### config.mk
export PLATFORM = sky130hd
export DESIGN_NAME = serial_to_unfolded3
export DESIGN_NICKNAME = d
export VERILOG_FILES = /design/src/rtl/serial_to_unfolded3.sv
export SDC_FILE = /design/constraint.sdc
export NUM_CORES = 1
export LEC_CHECK = 0
export ABC_AREA = 1
export CORE_ASPECT_RATIO = 1.25
export CORE_MARGIN = 5
export CORE_UTILIZATION = 56
export DETAILED_ROUTE_END_ITERATION = 6
export GPL_TIMING_DRIVEN = 0
export PLACE_DENSITY = 0.84
export SLEW_MARGIN = 20
export SYNTH_ARGS = -nofsm -noshare
export SYNTH_HDL_FRONTEND = slang
export SYNTH_SLANG_ARGS = --single-unit
### constraint.sdc
create_clock -name CLK -period 2.55 [get_ports CLK]
set_input_delay 0.3825 -clock CLK [delete_from_list [all_inputs] [get_ports CLK]]
set_output_delay 0.3825 -clock CLK [all_outputs]
set_load 0.1 [all_outputs]
### src/rtl/serial_to_unfolded3.sv
// Packs a valid-qualified serial sample stream into groups of three for the
// 3-unfolded FIR, with FLUSH closing a partial group using zero fill.
module serial_to_unfolded3 #(
    parameter int NBIT = 8
) (
    input  logic            CLK,
    input  logic            RST,
    input  logic [NBIT-1:0] DIN,
    input  logic            VIN,
    input  logic            FLUSH,
    output logic [NBIT-1:0] DOUT3k,
    output logic [NBIT-1:0] DOUT3k1,
    output logic [NBIT-1:0] DOUT3k2,
    output logic            VOUT,
    output logic            PADDED
);

    // State names give the number of samples already held for the open group.
    typedef enum logic [1:0] {
        HOLD0 = 2'd0,
        HOLD1 = 2'd1,
        HOLD2 = 2'd2
    } phase_t;

    phase_t          phase_r;
    logic [NBIT-1:0] h0_r;
    logic [NBIT-1:0] h1_r;
    logic [NBIT-1:0] zero_s;

    assign zero_s = {NBIT{1'b0}};

    // Group assembly FSM; a same-cycle VIN sample is absorbed before FLUSH closes the group.
    always_ff @(posedge CLK) begin
        if (RST) begin
            phase_r <= HOLD0;
            h0_r    <= {NBIT{1'b0}};
            h1_r    <= {NBIT{1'b0}};
            DOUT3k  <= {NBIT{1'b0}};
            DOUT3k1 <= {NBIT{1'b0}};
            DOUT3k2 <= {NBIT{1'b0}};
            VOUT    <= 1'b0;
            PADDED  <= 1'b0;
        end else if (FLUSH) begin
            phase_r <= HOLD0;
            case (phase_r)
                HOLD0: begin
                    if (VIN) begin
                        DOUT3k  <= DIN;
                        DOUT3k1 <= zero_s;
                        DOUT3k2 <= zero_s;
                        VOUT    <= 1'b1;
                        PADDED  <= 1'b1;
                    end else begin
                        VOUT    <= 1'b0;
                        PADDED  <= 1'b0;
                    end
                end
                HOLD1: begin
                    DOUT3k  <= h0_r;
                    DOUT3k1 <= VIN ? DIN : zero_s;
                    DOUT3k2 <= zero_s;
                    VOUT    <= 1'b1;
                    PADDED  <= 1'b1;
                end
                HOLD2: begin
                    DOUT3k  <= h0_r;
                    DOUT3k1 <= h1_r;
                    DOUT3k2 <= VIN ? DIN : zero_s;
                    VOUT    <= 1'b1;
                    PADDED  <= ~VIN;
                end
                default: begin
                    VOUT    <= 1'b0;
                    PADDED  <= 1'b0;
                end
            endcase
        end else if (VIN) begin
            case (phase_r)
                HOLD0: begin
                    h0_r    <= DIN;
                    phase_r <= HOLD1;
                    VOUT    <= 1'b0;
                    PADDED  <= 1'b0;
                end
                HOLD1: begin
                    h1_r    <= DIN;
                    phase_r <= HOLD2;
                    VOUT    <= 1'b0;
                    PADDED  <= 1'b0;
                end
                HOLD2: begin
                    DOUT3k  <= h0_r;
                    DOUT3k1 <= h1_r;
                    DOUT3k2 <= DIN;
                    phase_r <= HOLD0;
                    VOUT    <= 1'b1;
                    PADDED  <= 1'b0;
                end
                default: begin
                    phase_r <= HOLD0;
                    VOUT    <= 1'b0;
                    PADDED  <= 1'b0;
                end
            endcase
        end else begin
            VOUT   <= 1'b0;
            PADDED <= 1'b0;
        end
    end

endmodule

Yosys cells after proc, flatten, opt, wreduce, memory -nomap -nowiden
Cells that the tools add are included.

word-level totals
  output and inout port bits = 26
  logic and storage cells = 47
  flip-flop bits (word level) = 44
  bits of input ports = 12

cells by class
  reductions and logical operators = 11
  bitwise gates (word level) = 2
  muxes and demuxes = 22
  eq/ne operators = 4

operators by type and width
  kind                                                                     number
  8-bit two-way mux                                                        12
  8-bit one-hot mux with 3 select lines                                    2
  8-bit one-hot mux with 2 select lines                                    1
  4-bit AND reduction                                                      2
  3-bit AND reduction                                                      2
  2-bit OR reduction                                                       3
  1-bit two-way mux                                                        4
  2-bit one-hot mux with 2 select lines                                    1
  2-bit nonzero test                                                       2
  3-bit by 2-bit inequality test with 1-bit output, second input constant  1
  1-bit one-hot mux with 3 select lines                                    1
  3-bit nonzero test                                                       1
  2-bit by 1-bit == test with 1-bit output, second input constant          1
  2-bit == test, second input constant                                     1
  2-bit logical NOT                                                        1
  2-bit inequality test, second input constant                             1
  1-bit NOT                                                                2
  1-bit one-hot mux with 2 select lines                                    1

Longest topological paths before layout
Gate-level depths: netlist (run 1).

  depth after elaboration = 4
  gate-level depth with buffers = 10
  gate-level depth less buffers = 9

Least setup slack after synthesis (run 1)
Ideal clock, no wire load.

  path kind = reg-to-reg
  from = register phase_r[1]
  to = register DOUT3k[0]
  setup slack = 1.004 ns
  setup time = 0.113 ns
  data required time = 2.437 ns
  clock period less this slack = 1.546 ns
  stages on the path, launching flop included = 10
  path buffers = 1
  arrival = 1.433 ns
  cell sequence = dfxtp_1 inv_1 ha_1 inv_1 nand3_1 nand3_4 buf_6 nand2_1 nand2_1 nor2_1

between the ends
  cells in the longest elaborated chain, start to end = 4
  elaborated cells on any way between the ends = 10
  those cells by class = 4 x eq/ne; 2 x mux; 4 x reduce/logical

RTL lines
  item                                                                                                                        RTL line  text
  from (decl)                                                                                                                 25        phase_t phase_r;
  from (signal assigned)                                                                                                      35        phase_r <= HOLD0;
  from (signal assigned)                                                                                                      44        phase_r <= HOLD0;
  from (signal assigned)                                                                                                      81        phase_r <= HOLD1;
  2-bit by 1-bit == test with 1-bit output or 2-bit == test (tied branches)                                                   45, 78
  2-bit OR reduction (no source line)                                                                                         n/a
  3-bit by 2-bit inequality test with 1-bit output (no source line) or 8-bit one-hot mux with 2 select lines (tied branches)  n/a
  4-bit AND reduction (no source line) or 8-bit two-way mux (tied branches)                                                   n/a
  to (signal assigned)                                                                                                        38        DOUT3k <= {NBIT{1'b0}};
  to (signal assigned)                                                                                                        59        DOUT3k <= h0_r;
  to (signal assigned)                                                                                                        66        DOUT3k <= h0_r;
  to (decl)                                                                                                                   11        output logic [NBIT-1:0] DOUT3k,

Several ways; a longest one is shown, not always the timed one.
A chain may end at the register's enable or synchronous reset.

Worst setup path in the final report (run 1)
  from = register DOUT3k1[0]
  to = output DOUT3k1[0]

RTL lines
  item                    RTL line  text
  from (decl)             12        output logic [NBIT-1:0] DOUT3k1,
  from (signal assigned)  39        DOUT3k1 <= {NBIT{1'b0}};
  from (signal assigned)  49        DOUT3k1 <= zero_s;
  from (signal assigned)  60        DOUT3k1 <= VIN ? DIN : zero_s;

No word-level cell between the ends.

==> results of run 1 <==
## metal layers
metal / wire length, um / vias to the layer above / share of wire / GRT usage
met5: 0 / - / 0 / 0
met4: 96 / 0 / 0.018 / 0.08299
met3: 437 / 14 / 0.082 / 0.05352
met2: 2563 / 110 / 0.48 / 0.3688
met1: 2232 / 959 / 0.42 / 0.2581
li1: - / 1108 / - / -
## power breakdown
| part | leakage [nW] | switching (W) | internal, W |
|---|---|---|---|
| sequential | 0.361 | 0.0000198 | 0.000728 |
| clock | 0.0642 | 0.000236 | 0.000386 |
| combinational | 0.811 | 0.000357 | 0.000123 |
## flip-flops by register name, summed over array words and instances, names as in the netlist
| register | count |
|---|---|
| h1_r | 8 |
| DOUT3k1 | 8 |
| VOUT | 1 |
| DOUT3k | 8 |
| DOUT3k2 | 8 |
| PADDED | 1 |
| h0_r | 8 |
| phase_r | 2 |
## final cells by class
class,instances,area (um^2)
Clock buffer,5,68.82
Timing Repair Buffer,37,370.4
Inverter,31,116.4
Multi-Input combinational cell,239,1086
Sequential cell,44,880.8
Clock inverter,2,60.06
Tap cell,40,50.05
Buffer,13,72.57
Fill cell,327,1049
## cell families (layout without fill, tap and decap cells)
| kind of cell | after synthesis | in the layout |
|---|---|---|
| DFF | 44 | 44 |
| and+or+nand+nor | 198 | 198 |
| buffers and inverters | 44 | 88 |
| adders and majority gates | 6 | 6 |
| AOI/OAI and AO/OA | 35 | 35 |
## stage by stage
step | cells | area (um^2) | setup slack, ps
final | 411 | 2705 | 392.6
after global routing | 411 | 2705 | 342.3
after CTS | 411 | 2705 | 378.8
after detailed placement | 404 | 2576 | 669.1
after global placement | 404 | 2576 | 694.3
after floorplan | 327 | 2156 | 1004
## how the worst max path moves through the flow
| stage | cells past startpoint | start | end |
|---|---|---|---|
| global route | 1 | DOUT3k2[0] | DOUT3k2[0] |
| floorplan | 9 | phase_r[1] | DOUT3k[0] |
| global placement | 7 | FLUSH | DOUT3k1[6] |
| CTS | 1 | DOUT3k1[0] | DOUT3k1[0] |
| detailed placement | 7 | FLUSH | DOUT3k1[5] |
| finish | 1 | DOUT3k1[0] | DOUT3k1[0] |
## worst min-delay path: cells and delay by family (launching register included)
kind / cells / cell delay, ps
DFF: 1 / 320
and+or+nand+nor: 2 / 140
## placed cells by master, fill, tap and decap left out
cell type	count
a21oi_1	14
inv_1	29
clkbuf_8	5
dfxtp_1	44
nor2_1	69
nor2_2	1
nor2_4	1
clkbuf_1	3
clkdlybuf4s50_1	37
ha_1	6
nand2_1	89
o21ai_1	3
buf_6	1
buf_2	7
buf_4	2
inv_2	2
or2_1	1
bufinv_16	2
a211oi_1	3
nand3_1	34
o21ai_0	14
nand2_4	2
nand3_4	1
o22ai_1	1
==> flow_metrics.env, run 1 <==
export IMPL_root_buffer="clkbuf_8"
export IMPL_die_w_um=65.50
export IMPL_track_usage=0.2160
export IMPL_synth_top_family_by_area="simple AND/OR/NAND/NOR gates"
export IMPL_num_rows=25
export IMPL_path_cells="clkdlybuf4s50_1"
export IMPL_vias=2191
export IMPL_insertion_delay_ps=300
export IMPL_grt_overflow=0
export IMPL_netlist_area_mm2=0.002156
export IMPL_grt_antenna_before_repair=0
export IMPL_cts_buffers=5
export IMPL_tightest_slew_ps=969.2
export IMPL_synth_edf_count=0
export IMPL_path_class="reg2out"
export IMPL_r2r_start="phase_r[1]"
export IMPL_die_height_um=79.37
export IMPL_seq_area_frac_synth=0.4086
export IMPL_cts_resized=0
export IMPL_ys_top_cells_by_area="dfxtp_1 41%, nand2_1 15%, nor2_1 12%"
export IMPL_synth_mux_area_frac=0
export IMPL_synth_xor_area_share=0
export IMPL_ioPinCount=38
export IMPL_place_hpwl_um=3693
export IMPL_drt_total_wl_um=5330
export IMPL_yosys_warnings=0
export IMPL_finalPower_w=0.001849
export IMPL_initial_core_util=0.5743
export IMPL_num_nets_final=389
export IMPL_yosys_cell_types_count=21
export IMPL_cp_top_family="buffers and inverters"
export IMPL_diodes=0
export IMPL_drive_above_1_share=0.06469
export IMPL_viasPerCell=5.331
export IMPL_yosys_area_share_simple=0.3836
export IMPL_grt_max_degree=14
export IMPL_cp_slowest_stage_delay_ps=1130
export IMPL_crit_required_ps=2170
export IMPL_syn_inst=327
export IMPL_yosysTopAreaCellShare=0.4086
export IMPL_gp_congestion=0.8858
export IMPL_clockBufferDepth=2
export IMPL_ctsHoldBuffers=0
export IMPL_leakage_nw=1.236
export IMPL_htree_levels=2
export IMPL_period_needed_ps=2157
export IMPL_syn_area_per_cell_um2=6.593
export IMPL_holdCritStartpoint="DOUT3k2[2]"
export IMPL_timing_hold_violations_final=0
export IMPL_synth_fa_ha_area_frac=0.03482
export IMPL_cp_num_buf_inv=1
export IMPL_cts_num_sinks=44
export IMPL_max_freq_mhz=463.5
export IMPL_drt_iter0_markers=161
export IMPL_clkTransAtPathRegs_ps=80
export IMPL_crit_path_max_fanout=2
export IMPL_period_share=0.8460
export IMPL_rr_endpoint="DOUT3k[0]"
export IMPL_power_density_mw_per_mm2=683.7
export IMPL_setup_viol=0
export IMPL_synth_common_cells="89 x nand2_1, 69 x nor2_1, 44 x dfxtp_1, 34 x nand3_1, 29 x inv_1"
export IMPL_ant_nets=0
export IMPL_finClkSkew_ps=7.606
export IMPL_ys_async_sr_fraction=0
export IMPL_holdPathEnd="DOUT3k2[2]"
export IMPL_outcome="complete, no violations"
export IMPL_synth_seq_cells=44
export IMPL_end_kind="output port"
export IMPL_whs_path_depth=2
export IMPL_post_cts_buffers=0
export IMPL_synth_ff_type="dfxtp_1"
export IMPL_first_pass_iters=7
export IMPL_start_kind="register"
export IMPL_max_cap_violations=0
export IMPL_syn_to_final_growth_pct=25.48
export IMPL_grt_pass1_wl_um=8790
export IMPL_synth_compound_area_frac=0.08532
export IMPL_worstPathArrival_ps=1770
export IMPL_cts_tree="done"
export IMPL_synth_top_area_cell="dfxtp_1"
export IMPL_hold_ws_ps=486.4
export IMPL_coreArea_mm2=0.003754
export IMPL_dieArea_mm2=0.005198
export IMPL_rsz0062_at_grt="false"
export IMPL_r2r_slack_ps=710
export IMPL_drc=0
export IMPL_r2r_cells=9
export IMPL_fin_setup_tns_ps=0
export IMPL_syn_nets=345
export IMPL_synth_most_common_cell="nand2_1"
export IMPL_ir_drop_mv=0.4517
export IMPL_max_slew_margin=0.3518
export IMPL_portBuffers=37
export IMPL_grt_pass1_vias=1995
export IMPL_postLayoutCoreUtil=0.7207
export IMPL_slowest_stage="clkdlybuf4s50_1"
export IMPL_avgRoutedWirePerCell_um=12.97
export IMPL_min_path_type="reg2reg"
export IMPL_slew_viol_final=0
(Power assumes the default switching activity.)
==> run 2, diff against run 1 <==
- CORE_UTILIZATION: 56 -> 52
- PLACE_DENSITY: 0.84 -> 0.79
- clock period: 2.55 -> 2.2 ns (I/O delays scaled with it)
==> run 2 against run 1 <==
- final cell count is 4.1% higher
- non-clock buffer count stayed put
- total power is 12% higher
- clock power is 5.6% higher
- design area is 0.46% higher
- critical path type unchanged
==> flow_metrics.env, run 2 (same netlist as run 1, synthesis figures left out) <==
export IMPL_outcome="complete, no violations"
export IMPL_crit_path_max_fanout=2
export IMPL_track_usage=0.2053
export IMPL_layout_cells_most_common="nand2_1"
export IMPL_period_needed_ps=2122
export IMPL_rsz0062_at_grt="false"
export IMPL_viasPerCell=4.893
export IMPL_max_slew_margin=0.3467
export IMPL_pre_cts_slack_ps=382.0
export IMPL_insertion_delay_ps=300
export IMPL_post_cts_buffers=0
export IMPL_p_sw_frac=0.3468
export IMPL_ir_drop_mv=0.5020
export IMPL_syn_to_final_growth_pct=26.06
export IMPL_initial_core_util=0.5302
export IMPL_tightest_slew_ps=976.8
export IMPL_num_nets_final=389
export IMPL_cp_top_family="buffers and inverters"
export IMPL_first_pass_iters=4
export IMPL_grt_antenna_before_repair=0
export IMPL_worstPathArrival_ps=1790
export IMPL_cts_resized=0
export IMPL_start_kind="register"
export IMPL_cts_tree="done"
export IMPL_max_freq_mhz=471.4
export IMPL_fin_setup_tns_ps=0
export IMPL_path_cells="clkdlybuf4s50_1"
export IMPL_slew_viol_final=0
export IMPL_ioPinCount=38
export IMPL_slowest_stage="clkdlybuf4s50_1"
export IMPL_gp_congestion=0.8599
export IMPL_drt_iter0_markers=111
export IMPL_path_class="reg2out"
export IMPL_drt_total_wl_um=5292
export IMPL_end_kind="output port"
export IMPL_grtUsageMet3=0.03010
export IMPL_leakage_nw=1.234
export IMPL_max_cap_violations=0
export IMPL_p_clk_frac=0.316
export IMPL_min_path_type="reg2reg"
export IMPL_die_height_um=81.99
export IMPL_grt_use_met1=0.2407
export IMPL_drc=0
export IMPL_cts_num_sinks=44
export IMPL_layout_setup_ws_ps=78.48
export IMPL_busiest_layer="met2"
export IMPL_drive_above_1_share=0.06720
export IMPL_grt_max_degree=15
export IMPL_place_inst=420
export IMPL_vias=2094
export IMPL_clkTransAtPathRegs_ps=80
export IMPL_root_buffer="clkbuf_8"
export IMPL_place_hpwl_um=3738
export IMPL_avgRoutedWirePerCell_um=12.36
export IMPL_setup_viol=0
export IMPL_grt_pass1_wl_um=8631
export IMPL_crit_required_ps=1870
export IMPL_power_density_mw_per_mm2=765.0
export IMPL_htree_levels=2
export IMPL_power_frac_seq=0.417
export IMPL_cp_num_buf_inv=1
export IMPL_comb_power_share=0.267
export IMPL_final_cell_mix="89 x nand2_1, 69 x nor2_1, 44 x dfxtp_1"
export IMPL_portBuffers=37
export IMPL_ctsHoldBuffers=0
export IMPL_cts_buffers=5
export IMPL_num_rows=26
export IMPL_timing_hold_violations_final=0
export IMPL_coreArea_mm2=0.004066
export IMPL_globalRouteMet2Util=0.3583
export IMPL_period_share=0.9643
export IMPL_dieArea_mm2=0.005542
export IMPL_diodes=0
export IMPL_cp_slowest_stage_delay_ps=1140
export IMPL_grt_overflow=0
export IMPL_instances_no_fill=428
export IMPL_die_w_um=67.59
export IMPL_finClkSkew_ps=5.117
export IMPL_p_int_w=0.001358
export IMPL_power_switching_w=0.0007209
export IMPL_grt_pass1_vias=1950
export IMPL_clockBufferDepth=2
export IMPL_ant_nets=0
==> run 2: cell count changes in the layout (fill, tap and decap cells not counted), sizes merged <==
cell | previous run | this run
clkbuf | 8 | 9
clkinv | 0 | 1
bufinv | 2 | 1
==> run 2: per-layer routing <==
metal,routed length [um],up-vias,share of wire
met5,0,-,0
met4,77,0,0.015
met3,286,6,0.054
met2,2636,54,0.50
met1,2290,926,0.43
li1,-,1108,-
==> run 2: worst paths after layout <==
check	depth (start not counted)	slack [ps]	end	from
worst max-delay path	1	80	DOUT3k[1]	DOUT3k[1]
worst min-delay path	2	490	DOUT3k2[4]	DOUT3k2[4]
worst max register to register	9	360	DOUT3k[1]	phase_r[1]
worst min register to register	2	490	DOUT3k2[4]	DOUT3k2[4]
==> run 2: cell type report <==
type                       count  area [um^2]
fill                         375         1349
multi-input combinational    239         1086
sequential                    44        880.8
timing repair buffer          37        370.4
inverter                      31        116.4
clock buffer                   6        82.58
buffer                        13        72.57
tap                           56        70.07
clock inverter                 2        38.79
==> run 2: power by group through the flow <==
stage / Sequential (W) / Clock, W / Combinational [W]
3_5_place_dp: 0.000886 / 0 / 0.000553
6_report: 0.000867 / 0.000656 / 0.000556
3_3_place_gp: 0.000884 / 0 / 0.000550
2_1_floorplan: 0.00113 / 0 / 0.000173
5_1_grt: 0.000873 / 0.000702 / 0.000595
4_1_cts: 0.000868 / 0.000667 / 0.000557
==> run 2: per-stage QoR <==
| step | utilization | total power (W) | hold WS (ps) | cell area, um^2 |
|---|---|---|---|---|
| 3_3_place_gp | 0.6385 | 0.001434 | 462.4 | 2596 |
| 3_5_place_dp | 0.6385 | 0.001440 | 471.0 | 2596 |
| 4_1_cts | 0.6683 | 0.002091 | 489.4 | 2718 |
| 5_1_grt | 0.6683 | 0.002170 | 504.0 | 2718 |
| 2_1_floorplan | - | 0.001302 | 408.5 | 2156 |
| 6_report | 0.6683 | 0.002079 | 486.3 | 2718 |
==> run 3, diff against run 2 <==
--- a/config.mk
+++ b/config.mk
@@ -8,8 +8,10 @@
 export ABC_AREA = 1
+export CELL_PAD_IN_SITES_DETAIL_PLACEMENT = 0
+export CELL_PAD_IN_SITES_GLOBAL_PLACEMENT = 2
 export CORE_ASPECT_RATIO = 1.25
 export CORE_MARGIN = 5
-export CORE_UTILIZATION = 52
+export CORE_UTILIZATION = 28
 export DETAILED_ROUTE_END_ITERATION = 6
 export GPL_TIMING_DRIVEN = 0
-export PLACE_DENSITY = 0.79
+export PLACE_DENSITY_LB_ADDON = 0.1
 export SLEW_MARGIN = 20
==> constraint.sdc (replaced) <==
create_clock -name CLK -period 2.2 [get_ports CLK]
set_input_delay 0.22 -clock CLK [delete_from_list [all_inputs] [get_ports CLK]]
set_output_delay 0.22 -clock CLK [all_outputs]
set_load 0.1 [all_outputs]
==> run 3 against run 2 <==
- core utilization decreased by 30 points
- hold slack about the same
- die area increased by 73%
- sequential power about the same
- register-to-register slack about the same
- design area increased by 0.74%
- maximum frequency increased by 6.2%
- wire length increased by 19%
- worst setup slack improved by 120 ps
- critical endpoint is now DOUT3k1[3]
==> flow_metrics.env, run 3 (same netlist as run 1, synthesis figures left out) <==
export IMPL_syn_to_final_growth_pct=26.99
export IMPL_max_slew_margin=0.3536
export IMPL_slew_viol_final=0
export IMPL_vias=2070
export IMPL_clockBufferDepth=2
export IMPL_grt_antenna_before_repair=0
export IMPL_ir_drop_mv=0.3035
export IMPL_die_height_um=108.1
export IMPL_gp_congestion=0.7519
export IMPL_postLayoutCoreUtil=0.3677
export IMPL_portBuffers=37
export IMPL_first_pass_iters=4
export IMPL_period_needed_ps=1997
export IMPL_design_area_mm2=0.002738
export IMPL_period_share=0.9076
export IMPL_outcome="complete, no violations"
export IMPL_coreArea_mm2=0.007445
export IMPL_crit_required_ps=1980
export IMPL_ioPinCount=38
export IMPL_max_freq_mhz=500.8
export IMPL_tightest_slew_ps=966.6
export IMPL_power_density_mw_per_mm2=725.9
export IMPL_grt_max_degree=13
export IMPL_root_buffer="clkbuf_8"
export IMPL_finalPower_w=0.001987
export IMPL_initial_core_util=0.2896
export IMPL_insertion_delay_ps=300
export IMPL_fin_setup_tns_ps=0
export IMPL_cts_num_sinks=44
export IMPL_grt_overflow=0
export IMPL_num_fill_cells=854
export IMPL_path_cells="clkdlybuf4s50_1"
export IMPL_clkTransAtPathRegs_ps=80
export IMPL_drc=0
export IMPL_slowest_stage="clkdlybuf4s50_1"
export IMPL_place_hpwl_um=4558
export IMPL_grt_pass1_vias=2011
export IMPL_cts_resized=0
export IMPL_cp_slowest_stage_delay_ps=1130
export IMPL_setup_viol=0
export IMPL_num_rows=35
export IMPL_drt_iter0_markers=59
export IMPL_avgRoutedWirePerCell_um=13.56
export IMPL_num_nets_final=389
export IMPL_final_cell_mix="89 x nand2_1, 69 x nor2_1, 44 x dfxtp_1"
export IMPL_die_w_um=88.48
export IMPL_track_usage=0.1388
export IMPL_layout_setup_ws_ps=203.2
export IMPL_post_cts_buffers=0
export IMPL_diodes=0
export IMPL_viasPerCell=4.471
export IMPL_multiInputGateArea_mm2=0.001086
export IMPL_path_class="reg2out"
export IMPL_end_kind="output port"
export IMPL_max_cap_violations=0
export IMPL_leakage_nw=1.223
export IMPL_ctsHoldBuffers=0
export IMPL_htree_levels=2
export IMPL_layout_cells_most_common="nand2_1"
export IMPL_drive_above_1_share=0.06469
export IMPL_drt_total_wl_um=6279
export IMPL_cts_tree="done"
export IMPL_start_kind="register"
export IMPL_cp_top_family="buffers and inverters"
export IMPL_crit_path_max_fanout=2
export IMPL_seq_area_um2=880.8
export IMPL_pre_cts_slack_ps=339.7
export IMPL_cp_num_buf_inv=1
export IMPL_placed_area_mm2=0.002641
export IMPL_timing_hold_violations_final=0
export IMPL_rsz0062_at_grt="false"
export IMPL_finClkSkew_ps=5.088
export IMPL_dieArea_mm2=0.009565
export IMPL_cts_buffers=5
export IMPL_worstPathArrival_ps=1780
export IMPL_grt_pass1_wl_um=10290
export IMPL_ant_nets=0
export IMPL_min_path_type="reg2reg"
[run 3: path summary, 6_finish.rpt]
kind / start / end / slack [ps] / depth (start not counted)
worst min register to register: DOUT3k2[0] / DOUT3k2[0] / 490 / 2
worst min-delay path: DOUT3k2[0] / DOUT3k2[0] / 490 / 2
worst max register to register: phase_r[1] / DOUT3k[1] / 360 / 9
worst max-delay path: DOUT3k1[3] / DOUT3k1[3] / 200 / 1
[run 3: routing by layer]
layer | part of all wire | up-vias | GRT usage | wire (um)
li1 | - | 1102 | - | -
met3 | 0.034 | 5 | 0.02744 | 212
met2 | 0.47 | 36 | 0.2278 | 2967
met1 | 0.48 | 927 | 0.1850 | 3027
met4 | 0.011 | 0 | 0.03564 | 72
met5 | 0 | - | 0 | 0
[run 3: report_power, final]
part           internal (W)  leakage (nW)  switching [W]  total [W]
sequential         0.000844         0.361      0.0000235   0.000868
clock              0.000280        0.0503       0.000278   0.000558
combinational      0.000142         0.811       0.000419   0.000561
[run 3: cell type report]
type / instances / share of cell area
sequential: 44 / 0.3218
timing repair buffer: 37 / 0.1353
clock buffer: 7 / 0.03519
buffer: 13 / 0.02651
multi-input combinational: 239 / 0.3967
inverter: 31 / 0.04250
tap: 92 / 0.04205
[run 3: through the flow]
stage | hold slack, ps | cells
floorplan | 298.5 | 327
global placement | 463.3 | 456
detailed placement | 473.0 | 456
CTS | 490.9 | 463
global route | 512.8 | 463
finish | 486.3 | 463
